[config.mk]
export PLATFORM = sky130hd
export DESIGN_NAME = ro_measure_sequencer
export DESIGN_NICKNAME = d
export VERILOG_FILES = /design/src/rtl/ro_puf_pkg.sv /design/src/rtl/ro_measure_sequencer_timer.sv /design/src/rtl/ro_measure_sequencer.sv
export SDC_FILE = /design/constraint.sdc
export NUM_CORES = 1
export LEC_CHECK = 0
export BUFFER_PORTS_ARGS = -buffer_cell sky130_fd_sc_hd__clkbuf_2
export CORE_ASPECT_RATIO = 1.25
export CORE_MARGIN = 1
export CORE_UTILIZATION = 56
export CTS_CLUSTER_DIAMETER = 80
export DETAILED_ROUTE_END_ITERATION = 10
export PLACE_DENSITY = 0.85
export SLEW_MARGIN = 20
export SYNTH_ARGS = -nofsm -noshare
export SYNTH_HDL_FRONTEND = slang
export SYNTH_SLANG_ARGS = --single-unit
[constraint.sdc]
create_clock -name count_clk -period 7 [get_ports count_clk]
set_clock_uncertainty 0.15 [all_clocks]
set_input_delay 2.1 -clock count_clk [delete_from_list [all_inputs] [get_ports count_clk]]
set_output_delay 2.1 -clock count_clk [all_outputs]
set_load 0.01 [all_outputs]
[src/rtl/ro_puf_pkg.sv]
// Shared definitions for the RO PUF measurement sequencer.
// Contents: default geometry constants and the sequencer state encoding.
package ro_puf_pkg;

  localparam int unsigned DEF_NUM_RO = 9;
  localparam int unsigned DEF_CNT_W  = 16;

  typedef enum logic [2:0] {
    ST_IDLE,
    ST_CLEAR,
    ST_SETTLE,
    ST_COUNT,
    ST_CAPTURE,
    ST_COMPARE,
    ST_DONE
  } state_t;

endpackage

[src/rtl/ro_measure_sequencer_timer.sv]
// ro_window_timer: loadable down-counter with a zero flag.
// One instance times both the settle interval and the counting window.
// Ports:
//   count_clk  clock
//   reset      asynchronous, active-high
//   load       load load_val (has priority over dec)
//   dec        decrement by one, saturating at zero
//   load_val   value loaded on load
//   zero       high while the count is zero
module ro_window_timer #(
  parameter int unsigned W = 16
) (
  input  logic         count_clk,
  input  logic         reset,
  input  logic         load,
  input  logic         dec,
  input  logic [W-1:0] load_val,
  output logic         zero
);

  logic [W-1:0] count;

  always_ff @(posedge count_clk or posedge reset) begin
    if (reset) begin
      count <= '0;
    end else if (load) begin
      count <= load_val;
    end else if (dec && (count != '0)) begin
      count <= count - 1'b1;
    end
  end

  assign zero = (count == '0);

endmodule

[src/rtl/ro_measure_sequencer.sv]
// ro_measure_sequencer: sweeps the RO bank, capturing one shared-counter
// window per oscillator, then forms the response from adjacent-count
// comparisons.
// Ports:
//   count_clk, reset (async, active-high)
//   start, challenge      host request; challenge latched when start accepted
//   ro_cfg, ro_sel, ro_en RO bank control
//   cnt_clr, cnt_en       shared counter control; cnt_value its output
//   busy, done            sweep status
//   response, sat_err     result, valid while done
// Build option: RO_PUF_MAJORITY_EN runs three sweeps and majority-votes
// the per-pass comparison bits; sat_err is the OR over all passes.
module ro_measure_sequencer
  import ro_puf_pkg::*;
#(
  parameter int unsigned NUM_RO = DEF_NUM_RO,
  parameter int unsigned CNT_W  = DEF_CNT_W,
  parameter int unsigned WINDOW = 16'hFFFF,
  parameter int unsigned SETTLE = 4
) (
  input  logic                      count_clk,
  input  logic                      reset,
  input  logic                      start,
  input  logic [7:0]                challenge,
  output logic [5:0]                ro_cfg,
  output logic [$clog2(NUM_RO)-1:0] ro_sel,
  output logic                      ro_en,
  output logic                      cnt_clr,
  output logic                      cnt_en,
  input  logic [CNT_W-1:0]          cnt_value,
  output logic                      busy,
  output logic                      done,
  output logic [NUM_RO-2:0]         response,
  output logic                      sat_err
);

  localparam int unsigned SEL_W       = $clog2(NUM_RO);
  localparam int unsigned SPAN        = (WINDOW > SETTLE) ? WINDOW : SETTLE;
  localparam int unsigned TMR_W       = $clog2(SPAN + 1);
  localparam int unsigned SETTLE_LOAD = (SETTLE > 0) ? SETTLE - 1 : 0;
  localparam logic [SEL_W-1:0] LAST_SEL = SEL_W'(NUM_RO - 1);

  state_t             state, state_next;
  logic               tmr_load, tmr_dec, tmr_zero;
  logic [TMR_W-1:0]   tmr_load_val;
  logic [CNT_W-1:0]   cnt_q [NUM_RO];
  logic [NUM_RO-2:0]  cmp_bits;
  logic               sat_any;
  logic               last_pass;
  logic               unused_chal_hi;

  assign unused_chal_hi = ^challenge[7:6];

`ifdef RO_PUF_MAJORITY_EN
  logic [1:0]        pass_q;
  logic [NUM_RO-2:0] vote_a, vote_b;
  logic              sat_acc;
  assign last_pass = (pass_q == 2'd2);
`else
  assign last_pass = 1'b1;
`endif

  ro_window_timer #(.W(TMR_W)) u_timer (
    .count_clk (count_clk),
    .reset     (reset),
    .load      (tmr_load),
    .dec       (tmr_dec),
    .load_val  (tmr_load_val),
    .zero      (tmr_zero)
  );

  always_ff @(posedge count_clk or posedge reset) begin
    if (reset) state <= ST_IDLE;
    else       state <= state_next;
  end

  // The timer is loaded with N-1 on entry so a phase lasts exactly N cycles.
  always_comb begin
    state_next   = state;
    tmr_load     = 1'b0;
    tmr_dec      = 1'b0;
    tmr_load_val = TMR_W'(WINDOW - 1);
    case (state)
      ST_IDLE:    if (start) state_next = ST_CLEAR;
      ST_CLEAR: begin
        tmr_load = 1'b1;
        if (SETTLE > 0) begin
          tmr_load_val = TMR_W'(SETTLE_LOAD);
          state_next   = ST_SETTLE;
        end else begin
          state_next   = ST_COUNT;
        end
      end
      ST_SETTLE: begin
        if (tmr_zero) begin
          tmr_load   = 1'b1;
          state_next = ST_COUNT;
        end else begin
          tmr_dec = 1'b1;
        end
      end
      ST_COUNT: begin
        if (tmr_zero) state_next = ST_CAPTURE;
        else          tmr_dec    = 1'b1;
      end
      ST_CAPTURE: state_next = (ro_sel == LAST_SEL) ? ST_COMPARE : ST_CLEAR;
      ST_COMPARE: state_next = last_pass ? ST_DONE : ST_CLEAR;
      ST_DONE:    if (!start) state_next = ST_IDLE;
      default:    state_next = ST_IDLE;
    endcase
  end

  // busy hands over to done without a gap (done is one cycle behind DONE).
  always_comb begin
    ro_en   = 1'b0;
    cnt_clr = 1'b0;
    cnt_en  = 1'b0;
    busy    = (state != ST_IDLE) && !done;
    case (state)
      ST_CLEAR:   begin ro_en = 1'b1; cnt_clr = 1'b1; end
      ST_SETTLE:  ro_en = 1'b1;
      ST_COUNT:   begin ro_en = 1'b1; cnt_en = 1'b1; end
      ST_CAPTURE: ro_en = 1'b1;
      default:    ;
    endcase
  end

  always_comb begin
    cmp_bits = '0;
    sat_any  = 1'b0;
    for (int unsigned i = 0; i < NUM_RO - 1; i++) begin
      cmp_bits[i] = (cnt_q[i+1] > cnt_q[i]);
    end
    for (int unsigned i = 0; i < NUM_RO; i++) begin
      sat_any = sat_any | (cnt_q[i] == '1);
    end
  end

  always_ff @(posedge count_clk or posedge reset) begin
    if (reset) begin
      ro_cfg   <= '0;
      ro_sel   <= '0;
      done     <= 1'b0;
      response <= '0;
      sat_err  <= 1'b0;
      for (int unsigned i = 0; i < NUM_RO; i++) cnt_q[i] <= '0;
`ifdef RO_PUF_MAJORITY_EN
      pass_q  <= '0;
      vote_a  <= '0;
      vote_b  <= '0;
      sat_acc <= 1'b0;
`endif
    end else begin
      done <= (state == ST_DONE);
      case (state)
        ST_IDLE: begin
          if (start) begin
            ro_cfg <= challenge[5:0];
            ro_sel <= '0;
`ifdef RO_PUF_MAJORITY_EN
            pass_q <= '0;
`endif
          end
        end
        ST_CAPTURE: begin
          cnt_q[ro_sel] <= cnt_value;
          if (ro_sel != LAST_SEL) ro_sel <= ro_sel + 1'b1;
        end
        ST_COMPARE: begin
`ifdef RO_PUF_MAJORITY_EN
          case (pass_q)
            2'd0: begin
              vote_a  <= cmp_bits;
              sat_acc <= sat_any;
              pass_q  <= 2'd1;
              ro_sel  <= '0;
            end
            2'd1: begin
              vote_b  <= cmp_bits;
              sat_acc <= sat_acc | sat_any;
              pass_q  <= 2'd2;
              ro_sel  <= '0;
            end
            default: begin
              response <= (vote_a & vote_b) | (vote_a & cmp_bits) | (vote_b & cmp_bits);
              sat_err  <= sat_acc | sat_any;
              pass_q   <= '0;
            end
          endcase
`else
          response <= cmp_bits;
          sat_err  <= sat_any;
`endif
        end
        default: ;
      endcase
    end
  end

endmodule

* Word-level counts from Yosys, hierarchy flattened *
Index checks and enable logic that the tools add are counted.
Widths: inputs -> output; s select.

storage, ports and cells
  flip-flop bits (word level) = 183
  bits in latches = 0
  memory bits (writable) = 0
  ROM bits = 0
  input bits = 27
  output and inout bits = 24
  logic and storage cells = 96
  memories kept = 0

cells by class
  $add $sub $neg = 2
  multipliers = 0
  divide/modulo/power cells = 0
  magnitude comparators = 10
  eq/ne operators = 22
  shift-type cells = 0
  multiplexer cells = 22
  bitwise gates (word level) = 9
  reduce and logical (&&, ||, !) cells = 15

operators by type and width
  kind                   count
  $bwmux 144             1
  $eq 16x16->1 const B   9
  $gt 16x16->1           8
  $demux 16 s4           1
  $mux 16                4
  $pmux 3 s7             1
  $logic_not 16->1       1
  $reduce_bool 16->1     1
  $sub 16x1->16 const B  1
  $mux 3                 5
  $ne 2x2->1 const B     5
  $eq 3x3->1 const B     3
  $mux 4                 2
  $or 1x1->1             8
  $pmux 4 s2             1
  $eq 3x2->1 const B     2
  $mux 1                 6
  $ge 5x5->1 const B     1
  $lt 5x1->1 const B     1
  $not 4->5              1
  $add 4x1->4 const B    1
  $eq 4x4->1 const B     1
  $ne 4x4->1 const B     1
  $reduce_and 4->1       1
  other kinds (11)       14

* Depth between registers and ports, before layout *
Gate-level depths: netlist of the first run.

  depth after elaboration = 9
  gate-level depth with buffers = 8
  mapped depth without buffers = 7

* Modules after synthesis *
Synthesis of the first run repeated with hierarchy kept, for this count alone.

second synthesis, totals
  cell total of the unflattened synthesis = 1019
  area, all modules = 11045.6 µm²

by module, submodules not included
  module                instances  cells an instance  area each (µm²)  seq. area each (µm²)
  ro_measure_sequencer  1          897                10010.9          4179.0
  ro_window_timer       1          122                1034.7           400.4

* Worst setup path after synthesis of the first run *
Ideal clock, no wire load.

  path type = reg-to-output
  start point = register state[1]
  end point = output cnt_en
  arrival time = 1.396 ns
  data required time = 4.750 ns
  setup slack = 3.354 ns
  cell stages (with the launch flop) = 5
  buffers on the path = 2
  path through = dfrtp_1 > clkbuf_1 > nor2b_1 > clkbuf_1 > and2_1

between the ends
  word-level cells in the longest chain between the ends = 2

RTL lines
  element                 line                         source
  start, declared         ro_measure_sequencer.sv:43   state_t state, state_next;
  start signal, assigned  ro_measure_sequencer.sv:74   else state <= state_next;
  $eq 3x2->1              ro_measure_sequencer.sv:119  case (state)
  $mux 1                  ro_measure_sequencer.sv:119
  end, declared           ro_measure_sequencer.sv:29   output logic cnt_en,

Every way passes these cells.

* Worst setup path in the final report of the first run *
  start point = register state[2]
  end point = output cnt_en

The elaborated chain is that of the path after synthesis.

==> impl_metrics.toml, run 1 <==
[status]
status = "finished, final reports clean"

[cells_and_area]
regArea_sq_um = 4580
final_cell_mix = "dfrtp_1, mux2_2, inv_1"
syn_to_final_growth_pct = 10.1
stdcell_area_sq_um = 11900
antenna_cells = 0
fin_nets = 1209
drive_gt1_frac = 0.230
multiInputGateArea_sq_um = 5640
layout_commonest_cell = "dfrtp_1"
fin_cells = 1293
fillers = 1413

[clocking]
clkTransAtPathRegs_ps = 70
ctsLongestPathBuffers = 2
cts_made_buffers = 17
clock_sink_count = 183
cts_tree = "built"
clk_root_buffer_cell = "clkbuf_16"
cts_resized = 0
cts-hold-fix-buffers = 0
postCtsSetupRepairBufs = 0
htreeDepth = 4
clk_latency_ps = 440

[grt]
grt_pass1_vias = 8212
grt_use_total = 0.272
antenna_found_initial = 0
grt_first_pass_wirelength_microns = 41400
grt_max_degree = 184
grt_overflow = 0

[sta]
timing.final.crit_share = 0.627
final.min_clock_period_ps = 4390
setup_viol = 0
finalHoldViolations = 0
fin_ws_ps = 2610
relSlewSlack = 0.224
rsz0062_at_grt = "no"
tightest_slew_ps = 1160
slew_violations = 0
max_freq_mhz = 228
final.setup.tns_ps = 0

[pwr]
powerDensity_nw_per_um2 = 249
peakVddDrop_mv = 0.188
p_leak_nw = 5.84

[synth]
synth_flop_cell = "dfrtp_1"
ys_ff_latch = 183
synth.cell_area_sq_um = 10800
syn-num-nets = 1161
ys_types = 55
async_flop_share = 1.00
synth_warnings = 0
synth_edf_count = 0
seq_area_frac_synth = 0.423
syn_area_per_cell_sq_um = 10.8
synth_cells = 1000

[setup_path]
end_kind = "output pin"
crit_type = "reg -> out"
critPathBufInv = 1
cp.required_ps = 4750
path_cells = "nor2b_1 -> and2_1 -> clkbuf_2"
critPathLaunchType = "register"
critPathTopFamily = "simple AND/OR/NAND/NOR gates"
crit_arrival_ps = 2140
cp_max_fo = 14
critPathSlowestCell = "nor2b_1"
max_stage_delay_ps = 790

[floorplan]
die_w_microns = 126
rows = 56
start_util = 0.574
die_y_microns = 157
core_area_sq_um = 18800
io_pins = 51
die-area_sq_um = 19900

[placed_design]
place.gp.congestion = 0.889
io_buffers = 48
dpl.cell_count = 1261
dpl.hpwl_microns = 17800
dpl_cell_area_sq_um = 11300
place_ws_ps = 3100

[drt]
vias = 8055
drtIter0Drc = 557
finalWirelength_microns = 25200
dr.pass1.iters = 5
viasPerCell = 6.23
drtAntennaViolNets = 0
wire_per_inst_microns = 19.5
drc = 0

[job]
cap_violations = 0

[min_path]
holdCritPathClass = "reg -> reg"
[power by group]
group | internal, W | leakage [nW] | switching (W)
sequential | 0.00118 | 2.22 | 0.000126
combinational | 0.000287 | 3.32 | 0.000365
clock | 0.000606 | 0.300 | 0.000406
[path summary, 6_finish.rpt]
check | start | end | slack, ps | depth (start not counted)
worst min register to register | response[3] | response[3] | 330 | 2
worst min-delay path | response[3] | response[3] | 330 | 2
max in group asynchronous | reset | cnt_q[88] | 4120 | 3
min in group asynchronous | reset | cnt_q[135] | 1690 | 3
worst max register to register | state[2] | cnt_q[56] | 3990 | 4
worst max-delay path | state[2] | cnt_en | 2610 | 3
[cell usage after synthesis (11+ instances only)]
library cell / instances / area share
a21o_1: 13 / 0.0090
a21oi_1: 56 / 0.026
clkbuf_1: 16 / 0.0056
dfrtp_1: 183 / 0.42
ha_1: 134 / 0.15
inv_1: 136 / 0.047
mux2_2: 149 / 0.16
nand2_1: 42 / 0.015
nand3_1: 26 / 0.012
nand4_1: 58 / 0.034
nor2_1: 23 / 0.0080
nor3_1: 11 / 0.0051
nor4_1: 21 / 0.012
o21ai_0: 21 / 0.0097
[layout make-up]
cell class                 instances  share of cell area
clock buffer                      20              0.0375
sequential                       183               0.384
tap                              232              0.0244
multi-input combinational        660               0.473
clock inverter                    12              0.0148
inverter                         136              0.0432
timing repair buffer              50              0.0225
[flip-flops by register name, summed over array words and instances (netlist names)]
name / count
cnt_q: 144
done: 1
response: 8
ro_cfg: 6
ro_sel: 4
sat_err: 1
state: 3
u_timer.count: 16
[layer usage]
metal,vias up,part of all wire,GRT usage
met1,3972,0.42,0.325
li1,3762,-,-
met4,0,0.051,0.157
met2,232,0.49,0.463
met3,89,0.040,0.0489
met5,-,0,0
[worst register-to-register path: cells and delay by family (launching register included)]
family        cells  cell delay, ps
simple gates      3            1620
flops             1             630
mux               1             500
[metrics by stage]
stage	power [W]	hold WS, ps	util
2_1_floorplan	0.00178	309	-
3_3_place_gp	0.00192	311	0.599
3_5_place_dp	0.00196	320	0.599
4_1_cts	0.00298	335	0.632
5_1_grt	0.00311	358	0.632
6_report	0.00297	328	0.632
[logic make-up after synthesis]
family,share of synthesized area
flip-flops,0.423
AO/OA/AOI/OAI,0.0868
adder cells (fa/ha/maj),0.155
multiplexers,0.157
XOR/XNOR,0.00243
buffers and inverters,0.0561
AND/OR/NAND/NOR,0.120
Note: power is estimated with default switching activity, not from simulation.
==> run 2: changes to the inputs <==
CORE_UTILIZATION = 57   (was 56)
PLACE_DENSITY = 0.83   (was 0.85)
clock period = 4.6 ns   (was 7 ns; I/O delays follow)
==> impl_metrics.toml, run 2 (synthesis gave the netlist of run 1 again) <==
[status]
status = "finished with violations"
violations = "DRC"

[setup_path]
path_cells = "nor2_1 -> nand2_1 -> inv_1 -> clkbuf_2"
end_kind = "output pin"
cp.required_ps = 3070
critPathSlowestCell = "dfrtp_1"
crit_type = "reg -> out"
rr_worst_depth = 4
critPathBufInv = 2
cp.depth = 4
crit_arrival_ps = 1730
crit_path_start = "state[2]"
timing.rr.start = "state[2]"
cp_max_fo = 14
critPathLaunchType = "register"
critPathTopFamily = "flip-flops"
max_stage_delay_ps = 550

[sta]
max_freq_mhz = 307
timing.final.crit_share = 0.709
final.min_clock_period_ps = 3260
tightest_slew_ps = 776
final.setup.tns_ps = 0
relSlewSlack = 0.481
slew_violations = 0
rsz0062_at_grt = "no"
setup_viol = 0
fin_ws_ps = 1340
finalHoldViolations = 0

[cells_and_area]
reg_top3 = "cnt_q x144, u_timer.count x16, response x8"
fillers = 1393
syn_to_final_growth_pct = 10.2
drive_gt1_frac = 0.232
layout_commonest_cell = "dfrtp_1"
largest_reg_flops = 144
fin_nets = 1213
antenna_cells = 0
final_cell_mix = "dfrtp_1, mux2_2, inv_1"
registers.top_by_ff_count = "cnt_q"

[clocking]
cts_tree = "built"
clkTransAtPathRegs_ps = 70
clock_sink_count = 183
cts_made_buffers = 17
cts_resized = 0
htreeDepth = 4
clk_root_buffer_cell = "clkbuf_16"
ctsLongestPathBuffers = 2
clk_latency_ps = 440
postCtsSetupRepairBufs = 0
cts-hold-fix-buffers = 0

[placed_design]
io_buffers = 48
dpl.hpwl_microns = 18300
place.gp.congestion = 0.885
place_ws_ps = 1750

[grt]
grt_pass1_vias = 8313
grt_first_pass_wirelength_microns = 41900
grt_max_degree = 86
grt_overflow = 0
grt_use_total = 0.279
antenna_found_initial = 0

[pwr]
p_int_w = 0.00307
powerDensity_nw_per_um2 = 373
seq_power_share = 0.448
switchingPower_w = 0.00138
peakVddDrop_mv = 0.339
power_switching_share = 0.310
p_comb_frac = 0.225
p_leak_nw = 5.83
p_clk_frac = 0.327

[floorplan]
rows = 56
start_util = 0.578
die_y_microns = 156
core_area_sq_um = 18700
io_pins = 51
die_w_microns = 125
die-area_sq_um = 19500

[min_path]
holdCritPathClass = "reg -> reg"
holdCritStartpoint = "response[3]"
hold_depth = 2

[drt]
wire_per_inst_microns = 19.7
viasPerCell = 6.22
drc = 2
finalWirelength_microns = 25600
dr.pass1.iters = 8
drtIter0Drc = 593
vias = 8072
drtAntennaViolNets = 0

[job]
cap_violations = 0
[run 2: cell types whose count changed in the layout (fill, tap and decap cells not counted), moves of 2 or more]
cell	change
bufinv_16	-2
clkinvlp_4	+4
buf_4	+2
clkinv_2	-3
[run 2: worst paths after layout]
| path | to | slack (ps) |
|---|---|---|
| worst max-delay path | cnt_clr | 1340 |
| worst min-delay path | response[3] | 320 |
| worst max register to register | cnt_q[50] | 1730 |
| worst min register to register | response[3] | 320 |
| max in group asynchronous | cnt_q[49] | 2570 |
| min in group asynchronous | cnt_q[118] | 870 |
[run 2: layout make-up]
| cell class | instances | area, sq um | area share |
|---|---|---|---|
| clock buffer | 22 | 464 | 0.0389 |
| clock inverter | 10 | 123 | 0.0103 |
| inverter | 136 | 514 | 0.0431 |
| multi-input combinational | 660 | 5640 | 0.473 |
| sequential | 183 | 4580 | 0.384 |
| tap | 232 | 290 | 0.0243 |
| timing repair buffer | 54 | 318 | 0.0266 |
[run 2: layer usage]
metal,up-vias,routed length [microns],track usage,part of all wire
li1,3750,-,-,-
met4,0,1180,0.154,0.046
met1,4001,10400,0.323,0.41
met3,86,1230,0.0487,0.048
met2,235,12700,0.493,0.50
met5,-,0,0,0
[run 2: metrics by stage]
step | instances | area [sq um] | hold slack, ps | power [W] | utilization
after detailed placement | 1264 | 11300 | 315 | 0.00300 | 0.605
after floorplan | 1000 | 10800 | 309 | 0.00271 | -
final | 1297 | 11900 | 324 | 0.00444 | 0.638
after global routing | 1297 | 11900 | 339 | 0.00468 | 0.638
after global placement | 1264 | 11300 | 310 | 0.00295 | 0.605
after CTS | 1296 | 11900 | 330 | 0.00446 | 0.637
[run 2: worst reg2reg max path, cell delays in order, from the launching register on]
cell	delay (ps)
dfrtp_1	640
or3b_2	540
nor3b_1	400
nand2_1	550
mux2_2	470
[run 2: power groups by stage]
stage	combinational (W)	clock [W]	sequential [W]
6_report	0.00100	0.00145	0.00199
5_1_grt	0.00112	0.00154	0.00202
4_1_cts	0.00100	0.00148	0.00198
3_5_place_dp	0.000993	0	0.00201
3_3_place_gp	0.000945	0	0.00200
2_1_floorplan	0.000756	0	0.00195
==> run 3: changes to the inputs <==
CORE_UTILIZATION = 56   (was 57)
PLACE_DENSITY = 0.85   (was 0.83)
clock period = 3 ns   (was 4.6 ns; I/O delays follow)
==> impl_metrics.toml, run 3 (synthesis gave the netlist of run 1 again) <==
[status]
status = "finished, final reports clean"

[drt]
wire_per_inst_microns = 19.7
dr.pass1.iters = 5
finalWirelength_microns = 25700
drtAntennaViolNets = 0
drc = 0
drtIter0Drc = 526
vias = 8117
viasPerCell = 6.22

[sta]
timing.final.crit_share = 0.921
tightest_slew_ps = 665
slew_violations = 0
relSlewSlack = 0.556
max_freq_mhz = 362
fin_ws_ps = 238
rsz0062_at_grt = "no"
setup_viol = 0
final.setup.tns_ps = 0
final.min_clock_period_ps = 2760
finalHoldViolations = 0

[cells_and_area]
syn_to_final_growth_pct = 11.4
stdcell_area_sq_um = 12100
final_cell_mix = "dfrtp_1, mux2_2, inv_1"
drive_gt1_frac = 0.239
multiInputGateArea_sq_um = 5640
layout_commonest_cell = "dfrtp_1"
utilization = 0.639
regArea_sq_um = 4580
reg_top3 = "cnt_q x144, u_timer.count x16, response x8"
antenna_cells = 0
fin_nets = 1223
registers.top_by_ff_count = "cnt_q"
fillers = 1371
largest_reg_flops = 144

[pwr]
peakVddDrop_mv = 0.499
p_leak_nw = 5.92
powerDensity_nw_per_um2 = 585
power_w = 0.00706

[setup_path]
cp.required_ps = 3200
critPathLaunchType = "register"
crit_type = "reg -> reg"
setup.worst_path.end = "u_timer.count[9]"
crit_path_start = "u_timer.count[0]"
end_kind = "register"
r2r_end = "u_timer.count[9]"
crit_arrival_ps = 2960
timing.rr.start = "u_timer.count[0]"
cp_max_fo = 7
rr_worst_depth = 6
ff2ff_setup_slack_ps = 240

[grt]
grt_max_degree = 59
grtUsageMet1 = 0.320
grt_busiest_layer = "met2"
grt_overflow = 0
grt_use_total = 0.274
grtUsageMet3 = 0.0493
use_met2 = 0.466
grt_first_pass_wirelength_microns = 41600
grt_pass1_vias = 8210
antenna_found_initial = 0

[clocking]
cts_resized = 0
cts_tree = "built"
htreeDepth = 4
clock_sink_count = 183
postCtsSetupRepairBufs = 0
cts_made_buffers = 17
clkTransAtPathRegs_ps = 60
cts-hold-fix-buffers = 0
ctsLongestPathBuffers = 2
clk_root_buffer_cell = "clkbuf_16"
clk_latency_ps = 440

[floorplan]
die-area_sq_um = 19900
start_util = 0.574
die_w_microns = 126
rows = 56
io_pins = 51
core_area_sq_um = 18800
die_y_microns = 157

[placed_design]
dpl_cell_area_sq_um = 11400
dpl.hpwl_microns = 18300
io_buffers = 48
place.gp.congestion = 0.896
place_ws_ps = 254

[job]
cap_violations = 0

[min_path]
holdCritPathClass = "reg -> reg"
run 3: worst min-delay path by stage:
stage                      from          endpoint  slack (ps)  cells past startpoint
2_1_floorplan  u_timer.count[6]  u_timer.count[6]         310                      1
3_3_place_gp            sat_err           sat_err         310                      1
3_5_place_dp        response[3]       response[3]         320                      2
4_1_cts             response[3]       response[3]         330                      2
5_1_grt             response[3]       response[3]         360                      2
6_report            response[3]       response[3]         320                      2
run 3: final cells by class:
type	count	area share
inverter	136	0.0427
multi-input combinational	660	0.468
clock buffer	20	0.0379
tap	232	0.0241
sequential	183	0.380
timing repair buffer	64	0.0330
clock inverter	9	0.0145
run 3: stage by stage:
step	instances	hold WS, ps
detailed placement	1275	318
finish	1304	325
global placement	1275	312
CTS	1304	332
global route	1304	357
floorplan	1000	309
run 3: layer usage:
metal / vias to the layer above / share of wire / routed length [microns]
met5: - / 0 / 0
met4: 0 / 0.056 / 1450
met3: 91 / 0.044 / 1120
met2: 246 / 0.49 / 12500
met1: 4004 / 0.41 / 10600
li1: 3776 / - / -
run 3: power breakdown:
group | switching (W) | leakage, nW | total, W | internal, W
logic | 0.000882 | 3.39 | 0.00159 | 0.000704
registers | 0.000295 | 2.22 | 0.00304 | 0.00275
clock network | 0.000920 | 0.304 | 0.00243 | 0.00150
total | 0.00210 | 5.92 | 0.00706 | 0.00496
run 3: critical path, cell delays in order (launching register included):
cell and delay, ps:
dfrtp_1 410, inv_1 120, ha_1 160, or4b_2 670
or4_4 520, or3_1 510, o211ai_1 130
